<file path="src/rtl/reg_dump_pkg.sv">
// ---------------------------------------------------------------------------
// reg_dump_pkg
// Shared definitions for the register-dump sequencer.
//   REG_ADDR_W : register-file address width (32 registers)
//   DATA_W     : register width
//   state_t    : sequencer state enumeration (also exported on dbg_state)
// ---------------------------------------------------------------------------
package reg_dump_pkg;

    localparam int REG_ADDR_W = 5;
    localparam int DATA_W     = 32;

    typedef logic [REG_ADDR_W-1:0] reg_addr_t;
    typedef logic [DATA_W-1:0]     data_t;

    typedef enum logic [1:0] {
        ST_IDLE = 2'd0,
        ST_READ = 2'd1,
        ST_SEND = 2'd2,
        ST_FIN  = 2'd3
    } state_t;

endpackage

</file>
<file path="src/rtl/reg_dump_if.sv">
// ---------------------------------------------------------------------------
// reg_dump_if
// Bundle of the control, register-file read port and output-stream signals
// of the register-dump sequencer.
//   start     : request a dump (sampled only while idle)
//   abort     : terminate an active dump
//   rf_ra     : register-file read address (ra2 side of the register file)
//   rf_dout   : register-file read data, combinational from rf_ra
//   out_valid : out_idx/out_data hold a captured register
//   out_ready : sink accepts the current beat
//   out_idx   : index of the register in out_data
//   out_data  : captured register value
//   busy      : sequencer is not idle
//   done      : one-cycle pulse on normal completion
//   dbg_state : current sequencer state, for observation only
//
// Handshake: a beat transfers on a rising clk edge where out_valid and
// out_ready are both 1. While out_valid=1 and out_ready=0 the beat
// (out_valid, out_idx, out_data) holds steady. out_ready while out_valid=0
// has no effect.
//
// modport master : the sequencer side
// modport slave  : the environment side (control source, register file, sink)
// ---------------------------------------------------------------------------
interface reg_dump_if;
    import reg_dump_pkg::*;

    logic      start;
    logic      abort;
    reg_addr_t rf_ra;
    data_t     rf_dout;
    logic      out_valid;
    logic      out_ready;
    reg_addr_t out_idx;
    data_t     out_data;
    logic      busy;
    logic      done;
    state_t    dbg_state;

    modport master (
        input  start,
        input  abort,
        input  rf_dout,
        input  out_ready,
        output rf_ra,
        output out_valid,
        output out_idx,
        output out_data,
        output busy,
        output done,
        output dbg_state
    );

    modport slave (
        output start,
        output abort,
        output rf_dout,
        output out_ready,
        input  rf_ra,
        input  out_valid,
        input  out_idx,
        input  out_data,
        input  busy,
        input  done,
        input  dbg_state
    );

endinterface

</file>
<file path="src/rtl/reg_dump.sv">
// ---------------------------------------------------------------------------
// reg_dump
// Walks register indices FIRST_REG..LAST_REG through one read port of the
// register file and streams each value out as a valid/ready beat carrying
// the register index and its data.
//
// Parameters
//   FIRST_REG : first register index dumped
//   LAST_REG  : last register index dumped (FIRST_REG <= LAST_REG <= 31)
//
// Ports
//   clk    : sole clock, rising edge
//   resetn : synchronous active-low reset
//   bus    : reg_dump_if.master (control, register-file read, output stream)
//
// Sequence per register: READ (address presented, data captured) followed
// by SEND (beat held until accepted), so two cycles per register at best.
// The last register goes to FIN, which pulses done for one cycle.
// ---------------------------------------------------------------------------
module reg_dump
    import reg_dump_pkg::*;
#(
    parameter int FIRST_REG = 0,
    parameter int LAST_REG  = 31
) (
    input  logic       clk,
    input  logic       resetn,
    reg_dump_if.master bus
);

    localparam reg_addr_t FIRST_IDX = reg_addr_t'(FIRST_REG);
    localparam reg_addr_t LAST_IDX  = reg_addr_t'(LAST_REG);

    state_t    r_state;
    reg_addr_t r_idx;
    logic      r_out_valid;
    reg_addr_t r_out_idx;
    data_t     r_out_data;
    logic      r_done;

    logic      w_handshake;
    logic      w_last;
    reg_addr_t w_rf_ra;

    assign w_handshake = r_out_valid && bus.out_ready;
    assign w_last      = (r_idx == LAST_IDX);

    // Read address comes only from registered state; idle parks it at 0.
    assign w_rf_ra = (r_state == ST_IDLE) ? '0 : r_idx;

    always_ff @(posedge clk) begin
        if (!resetn) begin
            r_state     <= ST_IDLE;
            r_idx       <= '0;
            r_out_valid <= 1'b0;
            r_out_idx   <= '0;
            r_out_data  <= '0;
            r_done      <= 1'b0;
        end else begin
            r_done <= 1'b0;
            unique case (r_state)
                ST_IDLE: begin
                    // abort has nothing to cancel here, so only start matters
                    r_out_valid <= 1'b0;
                    if (bus.start) begin
                        r_idx   <= FIRST_IDX;
                        r_state <= ST_READ;
                    end
                end

                ST_READ: begin
                    if (bus.abort) begin
                        r_out_valid <= 1'b0;
                        r_state     <= ST_IDLE;
                    end else begin
                        r_out_data  <= bus.rf_dout;
                        r_out_idx   <= r_idx;
                        r_out_valid <= 1'b1;
                        r_state     <= ST_SEND;
                    end
                end

                ST_SEND: begin
                    // A handshake coincident with abort still delivered the
                    // beat at this edge; abort only stops what follows.
                    if (bus.abort) begin
                        r_out_valid <= 1'b0;
                        r_state     <= ST_IDLE;
                    end else if (w_handshake) begin
                        r_out_valid <= 1'b0;
                        if (w_last) begin
                            // idx stays at LAST so it never wraps past 31
                            r_done  <= 1'b1;
                            r_state <= ST_FIN;
                        end else begin
                            r_idx   <= r_idx + reg_addr_t'(1);
                            r_state <= ST_READ;
                        end
                    end
                end

                ST_FIN: begin
                    r_out_valid <= 1'b0;
                    r_state     <= ST_IDLE;
                end

                default: begin
                    r_out_valid <= 1'b0;
                    r_state     <= ST_IDLE;
                end
            endcase
        end
    end

    assign bus.rf_ra     = w_rf_ra;
    assign bus.out_valid = r_out_valid;
    assign bus.out_idx   = r_out_idx;
    assign bus.out_data  = r_out_data;
    assign bus.busy      = (r_state != ST_IDLE);
    assign bus.done      = r_done;
    assign bus.dbg_state = r_state;

endmodule
</file>
<file path="src/flat_wrapper.sv">
// flat-port wrapper written by rule: the top's interface ports become plain ports
module reg_dump_flat import reg_dump_pkg::*;
#(
    parameter int FIRST_REG = 0,
    parameter int LAST_REG  = 31
)
  (clk, resetn, bus_start, bus_abort, bus_rf_dout, bus_out_ready, bus_rf_ra, bus_out_valid, bus_out_idx, bus_out_data, bus_busy, bus_done, bus_dbg_state);
  reg_dump_if bus_i ();
  input  logic clk;
  input  logic resetn;
  input wire logic [$bits(bus_i.start)-1:0] bus_start;
  input wire logic [$bits(bus_i.abort)-1:0] bus_abort;
  input wire logic [$bits(bus_i.rf_dout)-1:0] bus_rf_dout;
  input wire logic [$bits(bus_i.out_ready)-1:0] bus_out_ready;
  output wire logic [$bits(bus_i.rf_ra)-1:0] bus_rf_ra;
  output wire logic [$bits(bus_i.out_valid)-1:0] bus_out_valid;
  output wire logic [$bits(bus_i.out_idx)-1:0] bus_out_idx;
  output wire logic [$bits(bus_i.out_data)-1:0] bus_out_data;
  output wire logic [$bits(bus_i.busy)-1:0] bus_busy;
  output wire logic [$bits(bus_i.done)-1:0] bus_done;
  output wire logic [$bits(bus_i.dbg_state)-1:0] bus_dbg_state;
  assign bus_i.start = bus_start;
  assign bus_i.abort = bus_abort;
  assign bus_i.rf_dout = bus_rf_dout;
  assign bus_i.out_ready = bus_out_ready;
  assign bus_rf_ra = bus_i.rf_ra;
  assign bus_out_valid = bus_i.out_valid;
  assign bus_out_idx = bus_i.out_idx;
  assign bus_out_data = bus_i.out_data;
  assign bus_busy = bus_i.busy;
  assign bus_done = bus_i.done;
  assign bus_dbg_state = bus_i.dbg_state;
  reg_dump #(.FIRST_REG(FIRST_REG), .LAST_REG(LAST_REG)) u_core (.clk(clk), .resetn(resetn), .bus(bus_i));
endmodule
</file>
<file path="config.mk">
export PLATFORM = sky130hd
export DESIGN_NAME = reg_dump_flat
export DESIGN_NICKNAME = d
export VERILOG_FILES = /design/src/rtl/reg_dump_pkg.sv /design/src/rtl/reg_dump_if.sv /design/src/rtl/reg_dump.sv /design/src/flat_wrapper.sv
export SDC_FILE = /design/constraint.sdc
export NUM_CORES = 1
export LEC_CHECK = 0
export CAP_MARGIN = 10
export CORE_ASPECT_RATIO = 0.6
export CORE_MARGIN = 3
export CORE_UTILIZATION = 44
export CTS_BUF_LIST = sky130_fd_sc_hd__clkbuf_4 sky130_fd_sc_hd__clkbuf_8
export DETAILED_ROUTE_END_ITERATION = 6
export HOLD_SLACK_MARGIN = 0.12
export PLACE_DENSITY = 0.94
export SLEW_MARGIN = 20
export SYNTH_ARGS = -nofsm -noshare
export SYNTH_HDL_FRONTEND = slang
export SYNTH_SLANG_ARGS = --single-unit
</file>
<file path="constraint.sdc">
create_clock -name clk -period 2 [get_ports clk]
set_clock_uncertainty 0.2 [all_clocks]
set_input_delay 0.4 -clock clk [delete_from_list [all_inputs] [get_ports clk]]
set_output_delay 0.4 -clock clk [all_outputs]
set_load 0.05 [all_outputs]
</file>
# Word-level counts from Yosys, hierarchy flattened
# Cells that the tools add are included.
[op_classes] n_bitwise=4 n_mux=17 eq_ne=9 add_sub_neg=1 n_reduce_logical=9
[op_table] operator="$mux 5" n=5
[op_table] operator="$mux 2" n=5
[op_table] operator="$pmux 5 s2" n=1
[op_table] operator="$pmux 2 s4" n=1
[op_table] operator="$ne 2x2->1 const B" n=3
[op_table] operator="$add 5x1->5 const B" n=1
[op_table] operator="$eq 5x5->1 const B" n=1
[op_table] operator="$reduce_and 5->1" n=1
[op_table] operator="$eq 2x2->1 const B" n=2
[op_table] operator="$mux 1" n=4
[op_table] operator="$not 1->1" n=4
[op_table] operator="$reduce_and 2->1" n=2
[op_table] operator="$reduce_bool 2->1" n=2
[op_table] operator="$reduce_or 4->1" n=1
[op_table] operator="$ne 3x2->1 const B" n=1
[op_table] operator="$pmux 1 s3" n=1
[op_table] operator="$eq 2x1->1 const B" n=1
[op_table] operator="$logic_not 2->1" n=1
[op_table] operator="$ne 2x1->1 const B" n=1
[op_table] operator="$reduce_or 2->1" n=1
[op_table] operator="$logic_and 1x1->1" n=1
[totals] word_cells=46 out_inout_bits=47 register_bits=46 input_bits=37

# Depth between registers and ports, before layout
[depth] depth_word=5 depth_mapped=6 mapped_depth_nobuf=6

# Worst setup path after synthesis
# OpenSTA, ideal clock, no wires.
[synth_timing] path_type="reg-to-output" startpoint="register u_core.r_state[1], in the netlist u_core.bus.dbg_state[1]" endpoint="output bus_rf_ra[0]" t_arrival_ns=1.752 required_time_ns=1.400 setup_slack_ns=-0.352 n_path_buf=1 stages_incl_launch_ff=4 path_cell_list="dfxtp_1 buf_2 nor2_1 nor2b_1"
[synth_between] elab_chain_cells=2
[synth_rtl] element="start: declaration" line="reg_dump.sv:34" rtl="state_t r_state;"
[synth_rtl] element="start signal: assignment" line="reg_dump.sv:53" rtl="r_state <= ST_IDLE;"
[synth_rtl] element="start signal: assignment" line="reg_dump.sv:67" rtl="r_state <= ST_READ;"
[synth_rtl] element="start signal: assignment" line="reg_dump.sv:74" rtl="r_state <= ST_IDLE;"
[synth_rtl] element="$logic_not 2->1" line="reg_dump.sv:49" rtl="assign w_rf_ra = (r_state == ST_IDLE) ? '0 : r_idx;"
[synth_rtl] element="$mux 5" line="reg_dump.sv:49"
[synth_rtl] element="end: declaration" line="flat_wrapper.sv:15" rtl="output wire logic [$bits(bus_i.rf_ra)-1:0] bus_rf_ra;"
# Every way passes these cells.

# Final worst setup path
[layout_timing] startpoint="register u_core.r_idx[1]" endpoint="register u_core.r_idx[0]"
[layout_between] elab_chain_cells=3
[layout_rtl] element="start: declaration" line="reg_dump.sv:35" rtl="reg_addr_t r_idx;"
[layout_rtl] element="start signal: assignment" line="reg_dump.sv:96" rtl="r_idx <= r_idx + reg_addr_t'(1);"
[layout_rtl] element="$eq 5x5->1" line="reg_dump.sv:46" rtl="assign w_last = (r_idx == LAST_IDX);"
[layout_rtl] element="net u_core.w_last" line="reg_dump.sv:42" rtl="logic w_last;"
[layout_rtl] element="$ne 2x2->1 (no line)"
[layout_rtl] element="$reduce_and 5->1 (no line)"
# The timed path passes the listed nets, and every way through them passes these cells.
# A chain may end at the register's enable or synchronous reset.

==> flow_summary.ini <==
[outcome]
status = completed

[critical_path]
worstPathRequired_ps = 1970
cpMaxStageDelayCell = dfxtp_1
crit_family = adder cells
critPathBufInv = 0
r2r_end = u_core.r_idx[0]$_SDFFE_PN0P_
slowest_delay_ps = 360
path_max_fanout = 5
r2r-start = u_core.r_idx[1]$_SDFFE_PN0P_
arrival_ps = 1860
endpoint_kind = register
cp_cell_sequence = ha_1 -> and3_1 -> ha_1 -> nand3b_1 -> o22ai_4 -> o22ai_1
worstSetupStartpointType = register
rrSetupSlack_ps = 120
crit_top_cell = ha_1
worst-setup-path-type = register to register
reg2regPathDepth = 6

[power]
clkPwrFrac = 0.351
p_switching_w = 0.0005020
p_int_w = 0.001460
power_leakage_nw = 1.152
vdd_drop_max_v = 0.0004482
swShare = 0.2559
p_per_area_mw_per_mm2 = 648.3
finalPower_w = 0.001961
comb_power_share = 0.164
seq_power_share = 0.485

[yosys]
ys_warn_count = 0
synthTopCellsByArea = dfxtp_1, a21boi_2, nand2_1
syn_nets = 257
syn_area_mm2 = 0.002022
yosysTopAreaCell = dfxtp_1
synth_seq_cells = 46
ys_seq_area_frac = 0.4554
synth_top_area_share = 0.4554
synth_cell_type_count = 32
syn_inst = 218
avgSynthCellArea_um2 = 9.275

[die]
initial_core_util = 0.4750
row_count = 18
ios = 84
dieArea_mm2 = 0.005472
die_width_um = 93.52
core_mm2 = 0.004257
die_y_um = 58.51

[finish]
area_growth_pct = 49.63
n_antenna_cell = 0
fin_nets = 341
fin_area_mm2 = 0.003025
final_util = 0.7108
drive_above_1_share = 0.3333

[global_route]
grt_overflow_total = 0
grt_max_degree = 38
grt_usage = 0.1729
grt_pass1_vias = 1632
grt_pass1_wl_um = 7486
antenna_found_initial = 0

[sta]
fmax_mhz = 530.6
finalSetupViolCount = 0
final-max-slew-violation-count = 0
hold_violations = 0
tightest_slew_ps = 328.5
max-slew-margin-rel = 0.7807
tns_ps = 0
fin_crit_sh = 0.9424
fin_ws_ps = 115.2
min_period_ps = 1885
rsz0062_at_grt = false

[place]
hpwl_um = 3456
portBuffers = 83
routabilityCongestion = 0.8082
placed_cell_area_mm2 = 0.002902
dpl_worst_slack_ps = -36.09

[detailed_routing]
detail_route.vias_per_cell = 4.824
vias = 1751
wirelength_um = 4792
dr.first_iter.drc_count = 56
drcViolationCount = 0
first_pass_iters = 4
wl_per_cell_um = 13.20
postRouteAntennaNets = 0

[clock_network]
htree_levels = 2
clk_latency_ps = 290
cts_tree = done
clk_pin_slew_ps = 90
cts_made_buffers = 5
ctsRootBufferMaster = clkbuf_8
cts.path.max_buffers = 2
clock-sinks = 46

[job]
maxCapViolCount = 0

[hold_path]
holdPathEnd = u_core.bus.out_idx[4]$_SDFFE_PN0P_
hp-start = u_core.bus.out_idx[4]$_SDFFE_PN0P_
holdPathStages = 2
hold_class = register to register
-- cell usage after synthesis, drive strengths merged --
cell type	n
nand2	80
dfxtp	46
a21boi	37
buf	8
clkbuf	5
nor2b	5
nor2	4
inv	3
nand2b	3
nand4b	3
a21oi	2
and3	2
ha	2
o22ai	2
o2bb2ai	2
or3b	2
a31oi	1
a41oi	1
and2	1
and2b	1
and3b	1
and4	1
and4b	1
and4bb	1
nand3b	1
nor3b	1
o211ai	1
o21ai	1
-- state kept, by name (all words and copies together), names as in the netlist --
signal                flops
u_core.bus.dbg_state      2
u_core.bus.done           1
u_core.bus.out_data      32
u_core.bus.out_idx        5
u_core.bus.out_valid      1
u_core.r_idx              5
-- metrics by stage --
stage,hold WS [ps],std cells
after floorplan,255.1,218
after global placement,250.0,355
after detailed placement,258.1,355
after CTS,270.5,363
after global routing,288.4,363
final,266.4,363
-- tightest hold or removal path, cell delays in order, from the launching register on --
cell and delay, ps:
dfxtp_1 320, nand2_1 50, a21boi_0 60
-- power groups by stage --
stage                     Combinational (W)  Clock [W]  Sequential [W]
after floorplan                    0.000105          0         0.00105
after global placement             0.000317          0        0.000971
after detailed placement           0.000320          0        0.000972
after CTS                          0.000323   0.000705        0.000951
after global routing               0.000341   0.000749        0.000954
final                              0.000323   0.000688        0.000951
-- final cells by class --
class	count	area, µm²
Clock inverter	3	45.04
Inverter	3	11.26
Multi-Input combinational cell	156	1013
Clock buffer	5	68.82
Sequential cell	46	920.9
Tap cell	60	75.07
Timing Repair Buffer	90	890.9
Fill cell	321	1231
-- layout by cell type, fill, tap and decap left out, types with 2 or more instances in the layout --
master,n
a21boi_2,30
nand4b_1,3
ha_1,2
clkdlybuf4s50_1,36
nor2_2,2
or3b_1,2
buf_4,44
clkinvlp_4,2
and3_1,2
nor2_1,2
buf_12,10
nand2b_1,3
clkbuf_8,5
o2bb2ai_1,2
a21oi_1,2
nand2_1,80
a21boi_0,7
inv_1,3
nor2b_2,4
dfxtp_1,46
-- metal layers --
metal | routed length, µm | track usage
met3 | 506 | 0.06769
met2 | 1983 | 0.2602
met1 | 2265 | 0.2354
met5 | 0 | 0
met4 | 36 | 0.03967
-- how the worst max path moves through the flow --
stage	start	end	slack, ps	depth (start not counted)
after global placement	bus_abort	u_core.r_idx[3]$_SDFFE_PN0P_	5	4
after detailed placement	bus_abort	u_core.r_idx[0]$_SDFFE_PN0P_	-40	4
after global routing	u_core.r_idx[1]$_SDFFE_PN0P_	u_core.r_idx[3]$_SDFFE_PN0P_	20	6
after CTS	u_core.r_idx[1]$_SDFFE_PN0P_	u_core.r_idx[0]$_SDFFE_PN0P_	100	6
final	u_core.r_idx[1]$_SDFFE_PN0P_	u_core.r_idx[0]$_SDFFE_PN0P_	120	6
after floorplan	u_core.bus.dbg_state[1]$_SDFFE_PN0P_	bus_rf_ra[0]	-130	3
-- kinds of logic (layout without fill, tap and decap cells) --
group / after synthesis / count (layout) / share of synthesized area
AO/OA/AOI/OAI: 47 / 47 / 0.2296
flip-flops: 46 / 46 / 0.4554
AND/OR/NAND/NOR: 107 / 107 / 0.2482
adder cells (fa/ha/maj): 2 / 2 / 0.01237
buffers and inverters: 16 / 101 / 0.05445
-- repair_timing --
| action | in CTS | in global routing |
|---|---|---|
| hold endpoints to repair | 0 | 0 |
| hold buffers | 0 | 0 |
| resized for setup | 1 | 1 |
| buffers inserted | 0 | 0 |
| gates cloned | 0 | 0 |
| endpoints found under the setup margin | 6 | 2 |
Power figures use the tool's default switching activity.
